===== src/rtl/id_ex_operand_stage_if.sv =====
// ID/EX stage bus: decoded ID fields, MEM/WB forward buses and the EX-side outputs.
// The master drives ID fields, pipeline control and forward buses; the slave
// (the ID/EX stage) drives the EX-side outputs.
interface id_ex_operand_stage_if #(
    parameter int XLEN   = 32,
    parameter int FUNC_W = 4
);
    // Pipeline control
    logic              stall;
    logic              flush;

    // Decoded ID fields
    logic              id_valid;
    logic [XLEN-1:0]   id_pc;
    logic [XLEN-1:0]   id_rs1_data;
    logic [XLEN-1:0]   id_rs2_data;
    logic [XLEN-1:0]   id_imm;
    logic [4:0]        id_rs1_addr;
    logic [4:0]        id_rs2_addr;
    logic [4:0]        id_rd_addr;
    logic [FUNC_W-1:0] id_alu_func;
    logic [1:0]        id_op1_sel;
    logic [1:0]        id_op2_sel;
    logic              id_reg_write;

    // Forward buses from later stages
    logic              mem_fwd_en;
    logic [4:0]        mem_fwd_rd;
    logic [XLEN-1:0]   mem_fwd_data;
    logic              wb_fwd_en;
    logic [4:0]        wb_fwd_rd;
    logic [XLEN-1:0]   wb_fwd_data;

    // EX-side outputs
    logic              ex_valid;
    logic [XLEN-1:0]   ex_op1;
    logic [XLEN-1:0]   ex_op2;
    logic [FUNC_W-1:0] ex_alu_func;
    logic [XLEN-1:0]   ex_store_data;
    logic [XLEN-1:0]   ex_pc;
    logic [4:0]        ex_rd_addr;
    logic              ex_reg_write;

    modport master (
        output stall, flush,
        output id_valid, id_pc, id_rs1_data, id_rs2_data, id_imm,
        output id_rs1_addr, id_rs2_addr, id_rd_addr, id_alu_func,
        output id_op1_sel, id_op2_sel, id_reg_write,
        output mem_fwd_en, mem_fwd_rd, mem_fwd_data,
        output wb_fwd_en, wb_fwd_rd, wb_fwd_data,
        input  ex_valid, ex_op1, ex_op2, ex_alu_func, ex_store_data,
        input  ex_pc, ex_rd_addr, ex_reg_write
    );

    modport slave (
        input  stall, flush,
        input  id_valid, id_pc, id_rs1_data, id_rs2_data, id_imm,
        input  id_rs1_addr, id_rs2_addr, id_rd_addr, id_alu_func,
        input  id_op1_sel, id_op2_sel, id_reg_write,
        input  mem_fwd_en, mem_fwd_rd, mem_fwd_data,
        input  wb_fwd_en, wb_fwd_rd, wb_fwd_data,
        output ex_valid, ex_op1, ex_op2, ex_alu_func, ex_store_data,
        output ex_pc, ex_rd_addr, ex_reg_write
    );
endinterface


===== src/rtl/id_ex_operand_stage.sv =====
// ID/EX pipeline register with MEM/WB operand forwarding.
// Captures decoded fields each edge (flush > stall > load). While stalled the
// source data registers reload with their forwarded values, so a producer that
// retires during the stall is still seen once the stall lifts. Operand
// selection is applied after forwarding; ex_store_data is always forwarded rs2.
module id_ex_operand_stage #(
    parameter int XLEN   = 32,
    parameter int FUNC_W = 4
) (
    input  logic                  clk,
    input  logic                  rst_n,
    id_ex_operand_stage_if.slave  bus
);
    localparam int NSRC = 2;  // source 0 = rs1, source 1 = rs2

    // Pipeline registers
    logic              valid_q,     valid_d;
    logic [XLEN-1:0]   pc_q,        pc_d;
    logic [XLEN-1:0]   imm_q,       imm_d;
    logic [4:0]        rd_addr_q,   rd_addr_d;
    logic [FUNC_W-1:0] alu_func_q,  alu_func_d;
    logic [1:0]        op1_sel_q,   op1_sel_d;
    logic [1:0]        op2_sel_q,   op2_sel_d;
    logic              reg_write_q, reg_write_d;
    logic [4:0]        rs_addr_q [NSRC];
    logic [4:0]        rs_addr_d [NSRC];
    logic [XLEN-1:0]   rs_data_q [NSRC];
    logic [XLEN-1:0]   rs_data_d [NSRC];

    // ID-side source fields gathered per source index
    logic [4:0]        id_rs_addr [NSRC];
    logic [XLEN-1:0]   id_rs_data [NSRC];

    // Forwarded source values and selected operands
    logic [XLEN-1:0]   fwd_data [NSRC];
    logic [XLEN-1:0]   op1;
    logic [XLEN-1:0]   op2;

    assign id_rs_addr[0] = bus.id_rs1_addr;
    assign id_rs_addr[1] = bus.id_rs2_addr;
    assign id_rs_data[0] = bus.id_rs1_data;
    assign id_rs_data[1] = bus.id_rs2_data;

    genvar gi;
    generate
        for (gi = 0; gi < NSRC; gi++) begin : g_fwd
            // Forward mux: MEM beats WB beats registered data; x0 never forwards
            always_comb begin
                fwd_data[gi] = rs_data_q[gi];
                if (rs_addr_q[gi] != 5'd0) begin
                    if (bus.mem_fwd_en && (bus.mem_fwd_rd == rs_addr_q[gi])) begin
                        fwd_data[gi] = bus.mem_fwd_data;
                    end else if (bus.wb_fwd_en && (bus.wb_fwd_rd == rs_addr_q[gi])) begin
                        fwd_data[gi] = bus.wb_fwd_data;
                    end
                end
            end
        end
    endgenerate

    // Next-state: flush loads a bubble, stall holds control and refreshes data, else load
    always_comb begin
        valid_d     = valid_q;
        pc_d        = pc_q;
        imm_d       = imm_q;
        rd_addr_d   = rd_addr_q;
        alu_func_d  = alu_func_q;
        op1_sel_d   = op1_sel_q;
        op2_sel_d   = op2_sel_q;
        reg_write_d = reg_write_q;
        for (int i = 0; i < NSRC; i++) begin
            rs_addr_d[i] = rs_addr_q[i];
            rs_data_d[i] = rs_data_q[i];
        end

        if (bus.flush) begin
            valid_d     = 1'b0;
            pc_d        = '0;
            imm_d       = '0;
            rd_addr_d   = '0;
            alu_func_d  = '0;
            op1_sel_d   = '0;
            op2_sel_d   = '0;
            reg_write_d = 1'b0;
            for (int i = 0; i < NSRC; i++) begin
                rs_addr_d[i] = '0;
                rs_data_d[i] = '0;
            end
        end else if (bus.stall) begin
            // Capture whatever is being forwarded now so it outlives the producer
            for (int i = 0; i < NSRC; i++) begin
                rs_data_d[i] = fwd_data[i];
            end
        end else begin
            valid_d     = bus.id_valid;
            pc_d        = bus.id_pc;
            imm_d       = bus.id_imm;
            rd_addr_d   = bus.id_rd_addr;
            alu_func_d  = bus.id_alu_func;
            op1_sel_d   = bus.id_op1_sel;
            op2_sel_d   = bus.id_op2_sel;
            reg_write_d = bus.id_reg_write & bus.id_valid;
            for (int i = 0; i < NSRC; i++) begin
                rs_addr_d[i] = id_rs_addr[i];
                rs_data_d[i] = id_rs_data[i];
            end
        end
    end

    // Pipeline register bank, cleared asynchronously
    always_ff @(posedge clk or negedge rst_n) begin
        if (!rst_n) begin
            valid_q     <= 1'b0;
            pc_q        <= '0;
            imm_q       <= '0;
            rd_addr_q   <= '0;
            alu_func_q  <= '0;
            op1_sel_q   <= '0;
            op2_sel_q   <= '0;
            reg_write_q <= 1'b0;
            for (int i = 0; i < NSRC; i++) begin
                rs_addr_q[i] <= '0;
                rs_data_q[i] <= '0;
            end
        end else begin
            valid_q     <= valid_d;
            pc_q        <= pc_d;
            imm_q       <= imm_d;
            rd_addr_q   <= rd_addr_d;
            alu_func_q  <= alu_func_d;
            op1_sel_q   <= op1_sel_d;
            op2_sel_q   <= op2_sel_d;
            reg_write_q <= reg_write_d;
            for (int i = 0; i < NSRC; i++) begin
                rs_addr_q[i] <= rs_addr_d[i];
                rs_data_q[i] <= rs_data_d[i];
            end
        end
    end

    // Operand select after forwarding; reserved codes yield zero
    always_comb begin
        op1 = '0;
        op2 = '0;
        case (op1_sel_q)
            2'b00:   op1 = fwd_data[0];
            2'b01:   op1 = pc_q;
            default: op1 = '0;
        endcase
        case (op2_sel_q)
            2'b00:   op2 = fwd_data[1];
            2'b01:   op2 = imm_q;
            2'b10:   op2 = XLEN'(4);
            default: op2 = '0;
        endcase
    end

    assign bus.ex_valid      = valid_q;
    assign bus.ex_op1        = op1;
    assign bus.ex_op2        = op2;
    assign bus.ex_alu_func   = alu_func_q;
    assign bus.ex_store_data = fwd_data[1];
    assign bus.ex_pc         = pc_q;
    assign bus.ex_rd_addr    = rd_addr_q;
    assign bus.ex_reg_write  = reg_write_q & valid_q;
endmodule


===== src/flat_wrapper.sv =====
// flat-port wrapper written by rule: the top's interface ports become plain ports
module id_ex_operand_stage_flat 
#(
    parameter int XLEN   = 32,
    parameter int FUNC_W = 4
)
  (clk, rst_n, bus_stall, bus_flush, bus_id_valid, bus_id_pc, bus_id_rs1_data, bus_id_rs2_data, bus_id_imm, bus_id_rs1_addr, bus_id_rs2_addr, bus_id_rd_addr, bus_id_alu_func, bus_id_op1_sel, bus_id_op2_sel, bus_id_reg_write, bus_mem_fwd_en, bus_mem_fwd_rd, bus_mem_fwd_data, bus_wb_fwd_en, bus_wb_fwd_rd, bus_wb_fwd_data, bus_ex_valid, bus_ex_op1, bus_ex_op2, bus_ex_alu_func, bus_ex_store_data, bus_ex_pc, bus_ex_rd_addr, bus_ex_reg_write);
  id_ex_operand_stage_if #(.XLEN(XLEN), .FUNC_W(FUNC_W)) bus_i ();
  input  logic clk;
  input  logic rst_n;
  input wire logic [$bits(bus_i.stall)-1:0] bus_stall;
  input wire logic [$bits(bus_i.flush)-1:0] bus_flush;
  input wire logic [$bits(bus_i.id_valid)-1:0] bus_id_valid;
  input wire logic [$bits(bus_i.id_pc)-1:0] bus_id_pc;
  input wire logic [$bits(bus_i.id_rs1_data)-1:0] bus_id_rs1_data;
  input wire logic [$bits(bus_i.id_rs2_data)-1:0] bus_id_rs2_data;
  input wire logic [$bits(bus_i.id_imm)-1:0] bus_id_imm;
  input wire logic [$bits(bus_i.id_rs1_addr)-1:0] bus_id_rs1_addr;
  input wire logic [$bits(bus_i.id_rs2_addr)-1:0] bus_id_rs2_addr;
  input wire logic [$bits(bus_i.id_rd_addr)-1:0] bus_id_rd_addr;
  input wire logic [$bits(bus_i.id_alu_func)-1:0] bus_id_alu_func;
  input wire logic [$bits(bus_i.id_op1_sel)-1:0] bus_id_op1_sel;
  input wire logic [$bits(bus_i.id_op2_sel)-1:0] bus_id_op2_sel;
  input wire logic [$bits(bus_i.id_reg_write)-1:0] bus_id_reg_write;
  input wire logic [$bits(bus_i.mem_fwd_en)-1:0] bus_mem_fwd_en;
  input wire logic [$bits(bus_i.mem_fwd_rd)-1:0] bus_mem_fwd_rd;
  input wire logic [$bits(bus_i.mem_fwd_data)-1:0] bus_mem_fwd_data;
  input wire logic [$bits(bus_i.wb_fwd_en)-1:0] bus_wb_fwd_en;
  input wire logic [$bits(bus_i.wb_fwd_rd)-1:0] bus_wb_fwd_rd;
  input wire logic [$bits(bus_i.wb_fwd_data)-1:0] bus_wb_fwd_data;
  output wire logic [$bits(bus_i.ex_valid)-1:0] bus_ex_valid;
  output wire logic [$bits(bus_i.ex_op1)-1:0] bus_ex_op1;
  output wire logic [$bits(bus_i.ex_op2)-1:0] bus_ex_op2;
  output wire logic [$bits(bus_i.ex_alu_func)-1:0] bus_ex_alu_func;
  output wire logic [$bits(bus_i.ex_store_data)-1:0] bus_ex_store_data;
  output wire logic [$bits(bus_i.ex_pc)-1:0] bus_ex_pc;
  output wire logic [$bits(bus_i.ex_rd_addr)-1:0] bus_ex_rd_addr;
  output wire logic [$bits(bus_i.ex_reg_write)-1:0] bus_ex_reg_write;
  assign bus_i.stall = bus_stall;
  assign bus_i.flush = bus_flush;
  assign bus_i.id_valid = bus_id_valid;
  assign bus_i.id_pc = bus_id_pc;
  assign bus_i.id_rs1_data = bus_id_rs1_data;
  assign bus_i.id_rs2_data = bus_id_rs2_data;
  assign bus_i.id_imm = bus_id_imm;
  assign bus_i.id_rs1_addr = bus_id_rs1_addr;
  assign bus_i.id_rs2_addr = bus_id_rs2_addr;
  assign bus_i.id_rd_addr = bus_id_rd_addr;
  assign bus_i.id_alu_func = bus_id_alu_func;
  assign bus_i.id_op1_sel = bus_id_op1_sel;
  assign bus_i.id_op2_sel = bus_id_op2_sel;
  assign bus_i.id_reg_write = bus_id_reg_write;
  assign bus_i.mem_fwd_en = bus_mem_fwd_en;
  assign bus_i.mem_fwd_rd = bus_mem_fwd_rd;
  assign bus_i.mem_fwd_data = bus_mem_fwd_data;
  assign bus_i.wb_fwd_en = bus_wb_fwd_en;
  assign bus_i.wb_fwd_rd = bus_wb_fwd_rd;
  assign bus_i.wb_fwd_data = bus_wb_fwd_data;
  assign bus_ex_valid = bus_i.ex_valid;
  assign bus_ex_op1 = bus_i.ex_op1;
  assign bus_ex_op2 = bus_i.ex_op2;
  assign bus_ex_alu_func = bus_i.ex_alu_func;
  assign bus_ex_store_data = bus_i.ex_store_data;
  assign bus_ex_pc = bus_i.ex_pc;
  assign bus_ex_rd_addr = bus_i.ex_rd_addr;
  assign bus_ex_reg_write = bus_i.ex_reg_write;
  id_ex_operand_stage #(.XLEN(XLEN), .FUNC_W(FUNC_W)) u_core (.clk(clk), .rst_n(rst_n), .bus(bus_i));
endmodule

===== config.mk =====
export PLATFORM = sky130hd
export DESIGN_NAME = id_ex_operand_stage_flat
export DESIGN_NICKNAME = d
export VERILOG_FILES = /design/src/rtl/id_ex_operand_stage_if.sv /design/src/rtl/id_ex_operand_stage.sv /design/src/flat_wrapper.sv
export SDC_FILE = /design/constraint.sdc
export NUM_CORES = 1
export LEC_CHECK = 0
export ABC_AREA = 1
export ABC_CLOCK_PERIOD_IN_PS = 2080
export CAP_MARGIN = 20
export CORE_ASPECT_RATIO = 1.25
export CORE_UTILIZATION = 40
export DETAILED_ROUTE_END_ITERATION = 6
export GPL_TIMING_DRIVEN = 0
export HOLD_SLACK_MARGIN = 0.02
export PLACE_DENSITY = 0.75
export SLEW_MARGIN = 10
export SYNTH_ARGS = -nofsm -noshare
export SYNTH_HDL_FRONTEND = slang
export SYNTH_SLANG_ARGS = --single-unit

===== constraint.sdc =====
create_clock -name clk -period 2.08 [get_ports clk]
set_input_delay 0.312 -clock clk [delete_from_list [all_inputs] [get_ports clk]]
set_output_delay 0.312 -clock clk [all_outputs]
set_load 0.01 [all_outputs]

==> results.yml <==
sta:
  worst_slew_margin_rel_pct: 55.93
  slew_violations: 0
  max_freq_mhz: 383.2
  period_share_pct: 125.5
  fin_crit_ps: 2610
  grt_setup_unrepaired: "true"
  worst_slack_ps: -529.9
  setup_viol: 96
  final.setup.tns_ps: -41260
  hold_viol_final: 0
  worst_pin_slew_ps: 661.1
  skew_ps: 10.89
drt:
  dr.pass1.iters: 5
  viasPerCell: 5.084
  drt-total-wl_um: 38240
  drc: 0
  routed-wl-met3_um: 2424
  route.met2.wl_um: 19420
  m1WireLength_um: 14520
  avgRoutedWirePerCell_um: 18.29
  antenna_left: 0
  drt_iter0_markers: 524
  highest_layer: "met4"
  vias: 10630
global_route:
  grt_pass1_vias: 10350
  grt_overflow: 0
  grt_max_degree: 83
  grt_util_all_layers_pct: 32.01
  antenna_found_initial: 5
  grt_pass1_wl_um: 55730
synthesis:
  synth_top_cell_by_area: "dfrtp_1"
  synth_top_family_by_area: "simple AND/OR/NAND/NOR gates"
  yosys_register_bits: 153
  syn_area_per_cell_sq_um: 6.881
  synth_mux_area_share_pct: 0
  synth_enable_flop_cells: 0
  ys_seq_area_share_pct: 42.12
  yosysMostFrequentCell: "nand2_1"
  yosysTopAreaCellShare_pct: 42.12
  synth_xor_area_share_pct: 0
  ys_types: 23
  synthAdderAreaFrac_pct: 0
  synthTopCellsByArea: "dfrtp_1 (42%), nand2_1 (24%), a22o_1 (7.2%)"
  synth_compound_gate_area_share_pct: 10.03
  yosysWarnings: 0
  synthTopCellsByCount: "nand2_1 (585), dfrtp_1 (153), nor2_1 (124), nand3_1 (100), inv_1 (85)"
  synth.cell_area_sq_um: 9090
  synthArstFlopShare_pct: 100.0
  syn_nets: 1554
  synth-simple-area-share_pct: 39.46
  postSynthCellCount: 1321
  ys.flop_type: "dfrtp_1"
clocking:
  htreeDepth: 4
  clkTransAtPathRegs_ps: 70
  cts_max_path_buffers: 2
  cts_tree: "done"
  root_buffer: "clkbuf_16"
  numClockSinks: 153
  worstSkewPairLatency_ps: 430
  cts_buffers: 17
finish:
  drive_gt1_share_pct: 29.76
  final_cell_area_sq_um: 15630
  layout.nets: 2021
  area_growth_pct: 71.91
  fillerInstances: 1812
min_path:
  hold_path_class: "input pin to asynchronous set/reset pin"
worst_setup_path:
  cpPeakStageDelay_ps: 400
  regToRegStartpoint: "u_core.rs_addr_q[1]"
  worst-setup-path-type: "flop to primary output"
  setup.worst_path.end_class: "primary output"
  required_ps: 1770
  start_kind: "flop"
  arrival_ps: 2300
  path_delay_family: "simple AND/OR/NAND/NOR gates"
  r2r_cells: 16
  ff2ff_setup_slack_ps: 90
  crit_path_cell_trace: "inv_2, buf_6, nand2_4, nand2_2, nor2_2, nand3_2, buf_6, buf_6, nor2_2, nor2_1, nand2_1, nand3_1, nand2_1, buf_2"
  critPathMaxFanout: 10
  crit_slowest_cell: "dfrtp_1"
  path_depth: 14
  crit_top_cell: "buf_6"
  reg2reg_to: "u_core.rs_data_q[19]"
  worst-path-buf-inv: 5
pwr:
  peakVddDrop_mv: 0.4746
  power_density_nw_per_um2: 581.6
  leakage_nw: 7.922
floorplan:
  io_pins: 372
  chipWidth_um: 136.8
  die_y_um: 170.5
  floorplan.initialDensity_pct: 40.79
  core_area_sq_um: 22290
  row_count: 61
  dieArea_sq_um: 23340
flow_run:
  drv_cap: 0
status:
  status: "complete, but fails checks"
  violations: "negative setup slack"
place:
  placed_cell_area_sq_um: 13190
  io_buffer_count: 371
  place.gp.congestion: 0.9471
  post-dp-hpwl_um: 28040
  pre_cts_slack_ps: -1096
==> routing by layer <==
layer  vias to the layer above  GRT usage (%)
li1                       5095              -
met5                         -              0
met4                         0          16.39
met3                       101          5.185
met2                       444          56.06
met1                      4985          37.45
==> power breakdown <==
group | switching [mW] | leakage, nW | internal [mW]
Combinational | 1.32 | 5.60 | 1.30
Clock | 1.48 | 0.293 | 1.73
Sequential | 0.103 | 2.03 | 3.15
==> through the flow <==
stage / hold WS (ps) / utilization [%] / cells / total power [mW]
2_1_floorplan: 16.41 / - / 1321 / 4.218
3_3_place_gp: 480.7 / 59.04 / 1975 / 5.474
3_5_place_dp: 305.4 / 59.18 / 1976 / 5.500
4_1_cts: 407.1 / 66.05 / 2067 / 8.861
5_1_grt: 425.2 / 70.12 / 2090 / 9.450
6_report: 410.1 / 70.12 / 2090 / 9.088
==> worst max-delay path by stage <==
stage,start,endpoint
floorplan,u_core.rs_addr_q[8],bus_ex_op1[10]
global placement,rst_n,u_core.rs_data_q[18]
detailed placement,bus_wb_fwd_rd[4],bus_ex_op1[20]
CTS,u_core.rs_addr_q[1],bus_ex_op2[18]
global route,u_core.rs_addr_q[1],bus_ex_op2[18]
finish,u_core.rs_addr_q[1],bus_ex_op2[5]
==> timing repair <==
item,CTS,global route
hold buffers,1,0
pin swaps,70,108
cloned,13,3
hold endpoints to repair,71,0
gates resized for setup,636,213
setup buffers,46,20
endpoints found under the setup margin,167,99
==> kinds of logic after synthesis <==
family	count (synthesis)
buf+inv	172
compound gates	125
flops	153
simple gates	871
==> sequential cells by signal (all words and copies together), names as in the netlist <==
name / flops
u_core.reg_write_q: 1
u_core.op1_sel_q: 2
u_core.bus.ex_pc: 32
u_core.rs_data_q: 64
u_core.rs_addr_q: 10
u_core.bus.ex_alu_func: 4
u_core.bus.ex_valid: 1
u_core.imm_q: 32
u_core.bus.ex_rd_addr: 5
u_core.op2_sel_q: 2
==> layout make-up <==
class	count	area, sq um	share of cell area, %
plain buffers	79	599.3	3.835
clock buffers	17	425.4	2.722
repair buffers	448	4373	27.98
well taps	283	354.1	2.266
flip-flops and latches	153	3835	24.54
inverters	93	349.1	2.234
multi-input cells	996	5507	35.24
clock inverters	15	168.9	1.081
diodes	6	15.01	0.09608
==> layout by cell type, fill, tap and decap left out, types with 16 or more instances in the layout <==
cell type	count
buf_4	44
and2_4	18
nor2_4	26
o21ai_0	16
nand2_4	24
nand2_1	454
dfrtp_1	148
o21ai_1	17
clkdlybuf4s50_1	268
clkbuf_1	29
inv_1	82
nand3_2	23
buf_6	82
a22o_1	75
nor2_1	75
nor2_2	48
nand2_2	103
buf_2	68
clkbuf_16	19
nand3_1	77
(Power assumes the default switching activity.)
